<file path="src/rtl/fetch_unit.sv">
// ---------------------------------------------------------------------------
// fetch_unit
//
// Instruction fetch stage, sitting directly upstream of the fetch/decode
// pipeline register. It owns the PC and keeps at most one instruction-cache
// request outstanding, so it tolerates any cache latency. A returned
// instruction is buffered while decode is stalled. Fetches on the wrong path
// are squashed when a branch or jump redirect arrives.
//
// Ports
//   clk          in   clock, all state updates on the rising edge
//   rst          in   synchronous active-high reset
//   en           in   decode can accept an instruction this cycle
//   redirect     in   taken branch/jump resolved downstream
//   redirect_pc  in   redirect target (low two bits ignored)
//   req_valid    out  cache request valid
//   req_addr     out  cache request address (always the current PC)
//   req_ready    in   cache accepts the request
//   resp_valid   in   cache returns an instruction
//   resp_data    in   returned instruction word
//   valid_f      out  read_data_f holds a valid instruction for decode
//   read_data_f  out  instruction word (zero when valid_f is low)
//   PC_f         out  address of that instruction
//   PCPlus4_f    out  PC_f + 4, wrapping modulo 2^DATA_WIDTH
// ---------------------------------------------------------------------------
module fetch_unit #(
    parameter int                    DATA_WIDTH = 32,
    parameter logic [DATA_WIDTH-1:0] RESET_PC   = '0
) (
    input  logic                  clk,
    input  logic                  rst,
    input  logic                  en,
    input  logic                  redirect,
    input  logic [DATA_WIDTH-1:0] redirect_pc,
    output logic                  req_valid,
    output logic [DATA_WIDTH-1:0] req_addr,
    input  logic                  req_ready,
    input  logic                  resp_valid,
    input  logic [DATA_WIDTH-1:0] resp_data,
    output logic                  valid_f,
    output logic [DATA_WIDTH-1:0] read_data_f,
    output logic [DATA_WIDTH-1:0] PC_f,
    output logic [DATA_WIDTH-1:0] PCPlus4_f
);

    // REQ : presenting a request for r_pc
    // WAIT: request accepted, waiting for its response
    // HOLD: response buffered in r_hold while decode is stalled
    // DROP: redirected while a response is still in flight; swallow it
    typedef enum logic [1:0] {
        S_REQ  = 2'd0,
        S_WAIT = 2'd1,
        S_HOLD = 2'd2,
        S_DROP = 2'd3
    } state_t;

    state_t                r_state;
    state_t                w_state_nxt;
    logic [DATA_WIDTH-1:0] r_pc;
    logic [DATA_WIDTH-1:0] w_pc_nxt;
    logic [DATA_WIDTH-1:0] r_hold;
    logic [DATA_WIDTH-1:0] w_hold_nxt;
    logic [DATA_WIDTH-1:0] w_pc_plus4;
    logic [DATA_WIDTH-1:0] w_redir_pc;

    assign w_pc_plus4 = r_pc + DATA_WIDTH'(4);
    assign w_redir_pc = {redirect_pc[DATA_WIDTH-1:2], 2'b00};

    assign req_addr  = r_pc;
    assign PC_f      = r_pc;
    assign PCPlus4_f = w_pc_plus4;

    // State register
    always_ff @(posedge clk) begin
        if (rst) begin
            r_state <= S_REQ;
            r_pc    <= RESET_PC;
            r_hold  <= '0;
        end else begin
            r_state <= w_state_nxt;
            r_pc    <= w_pc_nxt;
            r_hold  <= w_hold_nxt;
        end
    end

    // Next-state logic
    always_comb begin
        w_state_nxt = r_state;
        w_pc_nxt    = r_pc;
        w_hold_nxt  = r_hold;
        case (r_state)
            S_REQ: begin
                // A redirect suppresses req_valid, so no handshake can occur
                if (redirect) begin
                    w_pc_nxt = w_redir_pc;
                end else if (req_ready) begin
                    w_state_nxt = S_WAIT;
                end
            end
            S_WAIT: begin
                if (resp_valid && redirect) begin
                    w_pc_nxt    = w_redir_pc;
                    w_state_nxt = S_REQ;
                end else if (resp_valid && en) begin
                    w_pc_nxt    = w_pc_plus4;
                    w_state_nxt = S_REQ;
                end else if (resp_valid) begin
                    w_hold_nxt  = resp_data;
                    w_state_nxt = S_HOLD;
                end else if (redirect) begin
                    // The in-flight response belongs to the old path
                    w_pc_nxt    = w_redir_pc;
                    w_state_nxt = S_DROP;
                end
            end
            S_HOLD: begin
                if (redirect) begin
                    w_pc_nxt    = w_redir_pc;
                    w_state_nxt = S_REQ;
                end else if (en) begin
                    w_pc_nxt    = w_pc_plus4;
                    w_state_nxt = S_REQ;
                end
            end
            S_DROP: begin
                // Latest redirect target wins; the response is discarded
                if (redirect) begin
                    w_pc_nxt = w_redir_pc;
                end
                if (resp_valid) begin
                    w_state_nxt = S_REQ;
                end
            end
            default: begin
                w_state_nxt = S_REQ;
            end
        endcase
    end

    // Output logic
    always_comb begin
        req_valid   = 1'b0;
        valid_f     = 1'b0;
        read_data_f = '0;
        case (r_state)
            S_REQ: begin
                req_valid = !redirect;
            end
            S_WAIT: begin
                // Cache response passes straight through when decode is ready
                if (resp_valid && !redirect && en) begin
                    valid_f     = 1'b1;
                    read_data_f = resp_data;
                end
            end
            S_HOLD: begin
                if (!redirect) begin
                    valid_f     = 1'b1;
                    read_data_f = r_hold;
                end
            end
            default: begin
                valid_f = 1'b0;
            end
        endcase
    end

endmodule

</file>
<file path="config.mk">
export PLATFORM = sky130hd
export DESIGN_NAME = fetch_unit
export DESIGN_NICKNAME = d
export VERILOG_FILES = /design/src/rtl/fetch_unit.sv
export SDC_FILE = /design/constraint.sdc
export NUM_CORES = 1
export LEC_CHECK = 0
export CAP_MARGIN = 10
export CORE_MARGIN = 2
export CORE_UTILIZATION = 35
export CTS_CLUSTER_SIZE = 28
export DETAILED_ROUTE_END_ITERATION = 6
export HOLD_SLACK_MARGIN = 0.1
export PLACE_DENSITY = 0.66
export RECOVER_POWER = 100
export SYNTH_ARGS = -nofsm -noshare
export SYNTH_HDL_FRONTEND = slang
export SYNTH_SLANG_ARGS = --single-unit
</file>
<file path="constraint.sdc">
create_clock -name clk -period 2.8 [get_ports clk]
set_input_delay 0.7 -clock clk [delete_from_list [all_inputs] [get_ports clk]]
set_output_delay 0.7 -clock clk [all_outputs]
set_load 0.01 [all_outputs]
</file>
**Yosys cells after proc, flatten, opt, wreduce, memory -nomap -nowiden**

Index checks and enable logic that the tools add are counted.

- Logic and storage cells: 49
- Register bits: 66
- Output and inout port bits: 130

- Bitwise gates (word level): 2
- Multiplexer cells: 24
- Eq/ne operators: 9
- Reductions and logical operators: 10
- Add/sub/neg operators: 1

Operators by type and width:

| cell | count |
|---|---|
| $mux W32 | 8 |
| $pmux W32 S3 | 1 |
| $pmux W32 S2 | 1 |
| $add A32 B3 Y32 const B | 1 |
| $mux W2 | 9 |
| $pmux W2 S4 | 1 |
| $ne A2 B2 Y1 const B | 3 |
| $ne A5 B5 Y1 const B | 1 |
| $reduce_and A5 Y1 | 1 |
| $eq A2 B2 Y1 const B | 2 |
| $logic_and A1 B1 Y1 | 4 |
| $ne A4 B4 Y1 const B | 1 |
| $reduce_and A4 Y1 | 1 |
| $mux W1 | 3 |
| $ne A3 B3 Y1 const B | 1 |
| $eq A2 B1 Y1 const B | 1 |
| $logic_not A2 Y1 | 1 |
| $not A1 Y1 | 2 |
| $pmux W1 S2 | 1 |
| $reduce_and A2 Y1 | 1 |
| $reduce_or A2 Y1 | 1 |
| $logic_not A1 Y1 | 1 |

**Longest topological paths before layout**

Gate-level depths: netlist (run 1).

- Word-level depth: 5
- Gate-level depth with buffers: 10
- Mapped depth without buffers: 7

**Worst setup path before layout (run 1)**

No wires, ideal clock.

- Kind: flip-flop to output port
- Start point: reg r_pc[2], in the netlist PC_f[2]
- End point: out PCPlus4_f[24]
- Cell stages (with the launch flop): 8
- Path slack: -31 ps
- Arrival time: 2,131 ps
- Path through: dfxtp_1 ha_1 nand4_4 or4_1 buf_6 nor3_1 nand2_1 xnor2_1

- Word-level cells in the longest chain between the ends: 1

RTL lines:

| element | RTL line | source |
|---|---|---|
| from (decl) | 59 | `logic [DATA_WIDTH-1:0] r_pc;` |
| from (signal assigned) | 81 | `r_pc <= w_pc_nxt;` |
| $add A32 B3 Y32 | 66 | `assign w_pc_plus4 = r_pc + DATA_WIDTH'(4);` |
| to (decl) | 43 | `output logic [DATA_WIDTH-1:0] PCPlus4_f` |

No other way between the ends.

**Worst setup path in the final report (run 1)**

- Start point: reg r_pc[3], in the netlist PC_f[3]
- End point: out PCPlus4_f[26]

The elaborated chain is that of the path after synthesis.

==> results.py, run 1 <==
metrics = {
    "outcome": {
        "status": "finished, violations left",
        "violations": "setup timing",
    },
    "layout": {
        "seq_area_mm2": 0.001330,
        "instances_no_fill": 1157,
        "layout-drive-gt1-share_pct": 17.85,
        "final_util_pct": 53.76,
        "area_delta_synth_final_pct": 51.21,
        "nFillCells": 1493,
        "final_common_cell": "nand2_1",
        "multi_input_area_mm2": 0.003531,
        "n_antenna_cell": 0,
        "final_cell_mix": "nand2_1 (112), buf_4 (92), dlygate4sd3_1 (70), clkdlybuf4s50_1 (64), dfxtp_1 (61)",
        "nNetsFinal": 1039,
        "final_area_mm2": 0.008143,
    },
    "pwr": {
        "cellLeakagePower_nw": 3.401,
        "powerDensity_mw_per_mm2": 496.9,
        "vdd_drop_max_uv": 313.9,
    },
    "clocking": {
        "cts_buffers": 9,
        "clk_pin_slew_worst_paths_ps": 60,
        "root_buffer": "clkbuf_16",
        "cts_tree": "built",
        "cts_max_level": 3,
        "clk_latency_ps": 350,
        "ctsLongestPathBuffers": 2,
        "cts.sinks": 66,
    },
    "die": {
        "die_h_um": 128.0,
        "core_mm2": 0.01515,
        "initial_core_util_pct": 35.56,
        "dieArea_mm2": 0.01639,
        "ios": 200,
        "num_rows": 45,
        "dieWidth_um": 128.0,
    },
    "worst_hold_path": {
        "hp-start": "PC_f[1]",
        "hp-class": "flop to flop",
    },
    "drt": {
        "drcViolationCount": 0,
        "ant_nets": 0,
        "viasPerCell": 5.558,
        "wl_um": 20230,
        "wl_per_cell_um": 17.48,
        "dr.pass1.iters": 5,
        "dr_total_vias": 6431,
        "drt_iter0_markers": 504,
    },
    "logic_synthesis": {
        "syn_area_mm2": 0.005385,
        "ys_warn_count": 0,
        "syn-mean-instance-area_um2": 7.190,
        "ys_seq_area_share_pct": 24.54,
        "ys_ff_latch": 66,
        "synth-main-ff-cell": "dfxtp_1",
        "synthCells": 749,
        "synth_edf_count": 0,
        "synth_cell_types": 67,
        "syn_nets": 824,
        "async_flop_share_pct": 0,
    },
    "placed_design": {
        "pre_cts_slack_ps": -376.8,
        "dp_hpwl_um": 14010,
        "dp.cells": 1122,
        "placed_area_mm2": 0.007794,
        "io_buffer_count": 197,
        "routabilityCongestion": 0.9139,
    },
    "critical_path": {
        "reg2reg_from": "r_state[1]",
        "path_max_fanout": 5,
        "path_class": "flop to output port",
        "crit_path_start_kind": "flop",
        "required_ps": 2100,
        "cp-end-kind": "output port",
        "crit_arrival_ps": 2230,
        "critPathLaunch": "PC_f[3]",
    },
    "sta": {
        "tightest_slew_ps": 691.5,
        "setup_viol": 10,
        "timing.fmax_mhz": 341.4,
        "setup_slack_ps": -129.3,
        "rsz0062_at_grt": "true",
        "min_period_over_period_pct": 104.6,
        "relSlewSlack_pct": 53.90,
        "fin_worst_skew_ps": 8.127,
        "finalHoldViolCount": 0,
        "slew_viol_final": 0,
        "fin_crit_ps": 2929,
    },
    "global_routing": {
        "grt_pass1_vias": 5982,
        "grt_pass1_wl_um": 31540,
        "grt_overflow": 0,
        "grt_usage_pct": 24.24,
        "antenna_found_initial": 0,
        "grt_max_degree": 50,
    },
    "job": {
        "maxCapViolCount": 0,
    },
}
-- registers in the layout, summed over array words and instances (netlist names) --
register,flops
PC_f,32
r_hold,32
r_state,2
-- path summary, 6_finish.rpt --
check                   to  depth (start not counted)  slack [ps]
min reg2reg        PC_f[1]                          2         440
max reg2reg       PC_f[20]                          9         160
max          PCPlus4_f[26]                          7        -130
min                PC_f[1]                          2         440
-- final cells by class --
type	instances	share of cell area (%)
sequential	66	16.33
timing repair buffer	312	33.21
clock inverter	7	0.6607
multi-input combinational	558	43.36
inverter	17	0.7837
clock buffer	9	2.766
tap	188	2.889
-- metal layers --
metal / GRT usage (%) / vias to the layer above / routed length [um] / share of wire, %
met5: 0 / - / 0 / 0
met4: 9.114 / 0 / 471 / 2.3
met3: 5.134 / 38 / 1453 / 7.2
met2: 40.33 / 263 / 9476 / 47
met1: 30.85 / 3022 / 8825 / 44
li1: - / 3108 / - / -
-- cell families after synthesis --
logic type	share of synthesized area, %
buffers and inverters	11.71
AOI/OAI and AO/OA	29.07
DFF	24.54
muxes	1.162
adders and majority gates	1.162
and+or+nand+nor	28.14
xor gates and xnor gates	4.229
-- power breakdown --
group          leakage, nW  internal (mW)  switching, mW
Combinational         2.73          0.886          0.989
Sequential           0.540           1.03         0.0614
Clock                0.128          0.603          0.474
Total                 3.40           2.52           1.52
-- what timing repair did --
item	in CTS	in global routing
pin swaps	12	9
gates resized for setup	112	26
buffers inserted	15	4
cloned	1	0
hold buffers	0	0
endpoints found under the setup margin	58	28
-- critical path, cell delays in order (launching register included) --
cell and delay, ps:
dfxtp_2 350, ha_4 150, nand4_4 120, or4_4 510, buf_4 180, nor4_4 250, xnor2_1 160, buf_2 160
-- per-stage QoR --
stage / TNS, ps / power (mW) / hold slack [ps]
2_1_floorplan: 0 / 2.199 / 436.8
3_3_place_gp: -12600 / 3.064 / 442.9
3_5_place_dp: -12840 / 3.075 / 446.6
4_1_cts: -603.6 / 4.164 / 455.5
5_1_grt: -2139 / 4.283 / 476.9
6_report: -597.9 / 4.046 / 443.5
-- cell usage after synthesis (9+ instances only) --
| library cell | count | area share, % |
|---|---|---|
| and2_1 | 9 | 1.0 |
| a21oi_1 | 59 | 5.5 |
| buf_4 | 37 | 5.2 |
| o21ai_0 | 35 | 3.3 |
| inv_1 | 16 | 1.1 |
| and3_1 | 9 | 1.0 |
| nor3_1 | 14 | 1.3 |
| nor2b_1 | 37 | 4.3 |
| nor3b_1 | 9 | 1.3 |
| xor2_1 | 9 | 1.5 |
| a311oi_1 | 15 | 2.4 |
| a31oi_1 | 13 | 1.5 |
| buf_2 | 10 | 0.93 |
| nand2_1 | 114 | 7.9 |
| a211oi_1 | 13 | 1.8 |
| clkbuf_1 | 48 | 3.3 |
| a22oi_1 | 36 | 5.0 |
| dfxtp_1 | 66 | 25 |
| buf_1 | 10 | 0.70 |
| nand3_1 | 22 | 2.0 |
| nor2_1 | 30 | 2.1 |
| xnor2_1 | 17 | 2.8 |
(Power assumes the default switching activity.)
==> inputs of run 2 (changes only) <==
ABC_AREA = 1   (was default)
GPL_TIMING_DRIVEN = 0   (was default)
SLEW_MARGIN = 20   (was default)
==> run 2 against run 1 <==
The flow now finishes without violations. Sequential share of layout area rose by 0.41 points. Combinational power is 14% lower. Core utilization increased by 1.7 points. Die area down 0.74%. Area after synthesis decreased by 0.77%. Non-clock buffer count fell by 4. Clock skew grew 2.6 ps. Critical path type unchanged. Critical endpoint is now PCPlus4_f[16]. Largest power group unchanged. Highest routed layer unchanged.
==> results.py, run 2 <==
metrics = {
    "die": {
        "die_h_um": 127.6,
        "dieArea_mm2": 0.01627,
        "core_mm2": 0.01503,
        "dieWidth_um": 127.6,
        "num_rows": 45,
        "initial_core_util_pct": 35.55,
        "ios": 200,
    },
    "layout": {
        "final_cell_mix": "nand2_1 (230), clkdlybuf4s50_1 (130), o21ai_0 (104), nor2_1 (102), a21oi_1 (86)",
        "final_util_pct": 55.43,
        "layout-drive-gt1-share_pct": 20.52,
        "nNetsFinal": 1220,
        "instances_no_fill": 1338,
        "nFillCells": 1522,
        "area_delta_synth_final_pct": 55.94,
        "n_antenna_cell": 0,
        "final_common_cell": "nand2_1",
    },
    "logic_synthesis": {
        "synth-compound-area-share_pct": 22.85,
        "synth_top_family_by_area": "simple AND/OR/NAND/NOR gates",
        "yosys-top-cells-area": "dfxtp_1 (25%), nand2_1 (17%), o21ai_0 (9.7%), a21oi_1 (8.4%), nor2_1 (8.0%)",
        "synthMuxAreaShare_pct": 0,
        "synthSimpleGateAreaFrac_pct": 34.54,
        "ys_warn_count": 0,
        "syn_nets": 983,
        "synth_edf_count": 0,
        "yosys.area_share.adder_pct": 1.171,
        "synth_top_area_share_pct": 24.72,
        "synth_cell_types": 38,
        "synthTopCellsByCount": "nand2_1 (239), nor2_1 (114), o21ai_0 (104), a21oi_1 (90), dfxtp_1 (66)",
        "synth.largest_area_cell": "dfxtp_1",
        "synth-main-ff-cell": "dfxtp_1",
        "synthCells": 908,
        "async_flop_share_pct": 0,
        "ys_seq_area_share_pct": 24.72,
        "ys_ff_latch": 66,
        "syn-mean-instance-area_um2": 5.885,
        "syn_area_mm2": 0.005344,
        "synthXorXnorAreaFrac_pct": 3.091,
        "synth.most_common_cell": "nand2_1",
    },
    "drt": {
        "wl_um": 22020,
        "dr_total_vias": 6956,
        "drt_iter0_markers": 504,
        "dr.pass1.iters": 5,
        "viasPerCell": 5.199,
        "drcViolationCount": 0,
        "wl_per_cell_um": 16.46,
        "ant_nets": 0,
    },
    "clocking": {
        "cts_buffers": 9,
        "root_buffer": "clkbuf_16",
        "cts.sinks": 66,
        "cts_tree": "built",
        "clk_latency_ps": 350,
        "ctsLongestPathBuffers": 2,
        "cts_max_level": 3,
        "clk_pin_slew_worst_paths_ps": 60,
    },
    "global_routing": {
        "grt_usage_pct": 26.79,
        "grt_pass1_wl_um": 34560,
        "grt_pass1_vias": 6674,
        "grt_overflow": 0,
        "antenna_found_initial": 0,
        "grt_max_degree": 12,
    },
    "worst_hold_path": {
        "hp-start": "r_hold[21]",
        "min_path_cells": 2,
        "hold_end": "r_hold[21]",
        "hp-class": "flop to flop",
    },
    "sta": {
        "tightest_slew_ps": 705.3,
        "setup_viol": 0,
        "fin_crit_ps": 2742,
        "min_period_over_period_pct": 97.92,
        "setup_slack_ps": 58.18,
        "relSlewSlack_pct": 52.98,
        "hold_ws_ps": 483.7,
        "fin_worst_skew_ps": 10.77,
        "finalHoldViolCount": 0,
        "rsz0062_at_grt": "true",
        "slew_viol_final": 0,
        "timing.fmax_mhz": 364.7,
    },
    "critical_path": {
        "slowest_delay_ps": 390,
        "regToRegSetupSlack_ps": 400,
        "cp-end-kind": "output port",
        "required_ps": 2100,
        "cp_slowest_cell": "dfxtp_4",
        "rr_endpoint": "PC_f[24]",
        "rr_worst_depth": 11,
        "crit_path_start_kind": "flop",
        "reg2reg_from": "r_state[1]",
        "path_max_fanout": 4,
        "crit_arrival_ps": 2040,
        "crit_chain": "ha_4 -> nand2_4 -> nor2_4 -> nand2_4 -> nor2_4 -> buf_4 -> nand3_1 -> nand2_2 -> dlygate4sd2_1",
        "path_class": "flop to output port",
    },
    "pwr": {
        "powerDensity_mw_per_mm2": 486.9,
        "pwr-share-comb_pct": 39.8,
        "vdd_drop_max_uv": 279.6,
        "internal_power_mw": 2.572,
        "p_sw_share_pct": 36.61,
        "clockPowerShare_pct": 29.7,
        "pwr-share-seq_pct": 30.5,
        "cellLeakagePower_nw": 3.484,
        "power.switching_mw": 1.485,
        "p_total_mw": 4.057,
    },
    "placed_design": {
        "io_buffer_count": 195,
        "pre_cts_slack_ps": -1072,
        "dp_hpwl_um": 15720,
        "routabilityCongestion": 0.9393,
        "dp.cells": 1291,
    },
    "job": {
        "maxCapViolCount": 0,
    },
    "outcome": {
        "status": "finished, final reports clean",
    },
}
run 2: cell count changes after synthesis, sizes merged, moves of 12 or more:
cell,change
o21ai,+75
a22oi,-36
a211oi,-12
nor2b,-37
a311oi,-15
nor2,+95
xnor2,-15
clkbuf,-16
nand2,+131
inv,+51
a21oi,+31
nand3,+16
run 2: layout make-up:
class                           instances  area, um^2  area share (%)
Sequential cell                        66        1395           16.74
Buffer                                 81       506.7           6.081
Tap cell                              188       235.2           2.823
Multi-Input combinational cell        691        3585           43.02
Timing Repair Buffer                  227        2037           24.44
Inverter                               69       267.8           3.213
Clock inverter                          4       50.05          0.6006
Clock buffer                           12       256.5           3.078
run 2: metal layers:
layer,global-route usage (%),up-vias,part of all wire (%)
li1,-,3439,-
met1,30.99,3078,39
met2,45.39,369,47
met3,8.208,70,10
met4,12.28,0,3.5
met5,0,-,0
run 2: repair_timing:
item / 4_1_cts / 5_1_grt
resized for setup: 221 / 70
setup endpoints to repair: 60 / 49
pin swaps: 17 / 13
setup buffers: 24 / 8
cloned: 0 / 0
hold buffers: 0 / 0
run 2: logic make-up after synthesis:
| family | Yosys count |
|---|---|
| xor gates and xnor gates | 18 |
| DFF | 66 |
| buffers and inverters | 151 |
| adders and majority gates | 5 |
| and+or+nand+nor | 439 |
| AOI/OAI and AO/OA | 229 |
run 2: stage by stage:
stage,area [um^2],setup TNS [ps]
after floorplan,5344,0
after global placement,7531,-32650
after detailed placement,7531,-32130
after CTS,8314,-1.443
after global routing,8333,-3.998
final,8333,0
run 2: how the worst max path moves through the flow:
stage                           from         endpoint  slack (ps)
after floorplan             redirect  read_data_f[13]         420
after global placement    resp_valid  read_data_f[14]       -1100
after detailed placement  resp_valid  read_data_f[14]       -1070
after CTS                    PC_f[4]    PCPlus4_f[11]          -1
after global routing         PC_f[2]    PCPlus4_f[22]          -4
final                        PC_f[2]    PCPlus4_f[16]          60
run 2: power groups by stage:
stage | registers [mW] | logic [mW] | clock network [mW]
2_1_floorplan | 1.20 | 0.807 | 0
3_3_place_gp | 1.23 | 1.51 | 0
3_5_place_dp | 1.23 | 1.52 | 0
4_1_cts | 1.23 | 1.58 | 1.20
5_1_grt | 1.25 | 1.76 | 1.26
6_report | 1.24 | 1.61 | 1.21
run 2: worst max-delay path, delay by kind of cell, from the launching register on:
| family | cells | cell delay (ps) |
|---|---|---|
| flip-flops | 1 | 390 |
| adder cells (fa/ha/maj) | 1 | 160 |
| buffers and inverters | 2 | 420 |
| AND/OR/NAND/NOR | 6 | 720 |
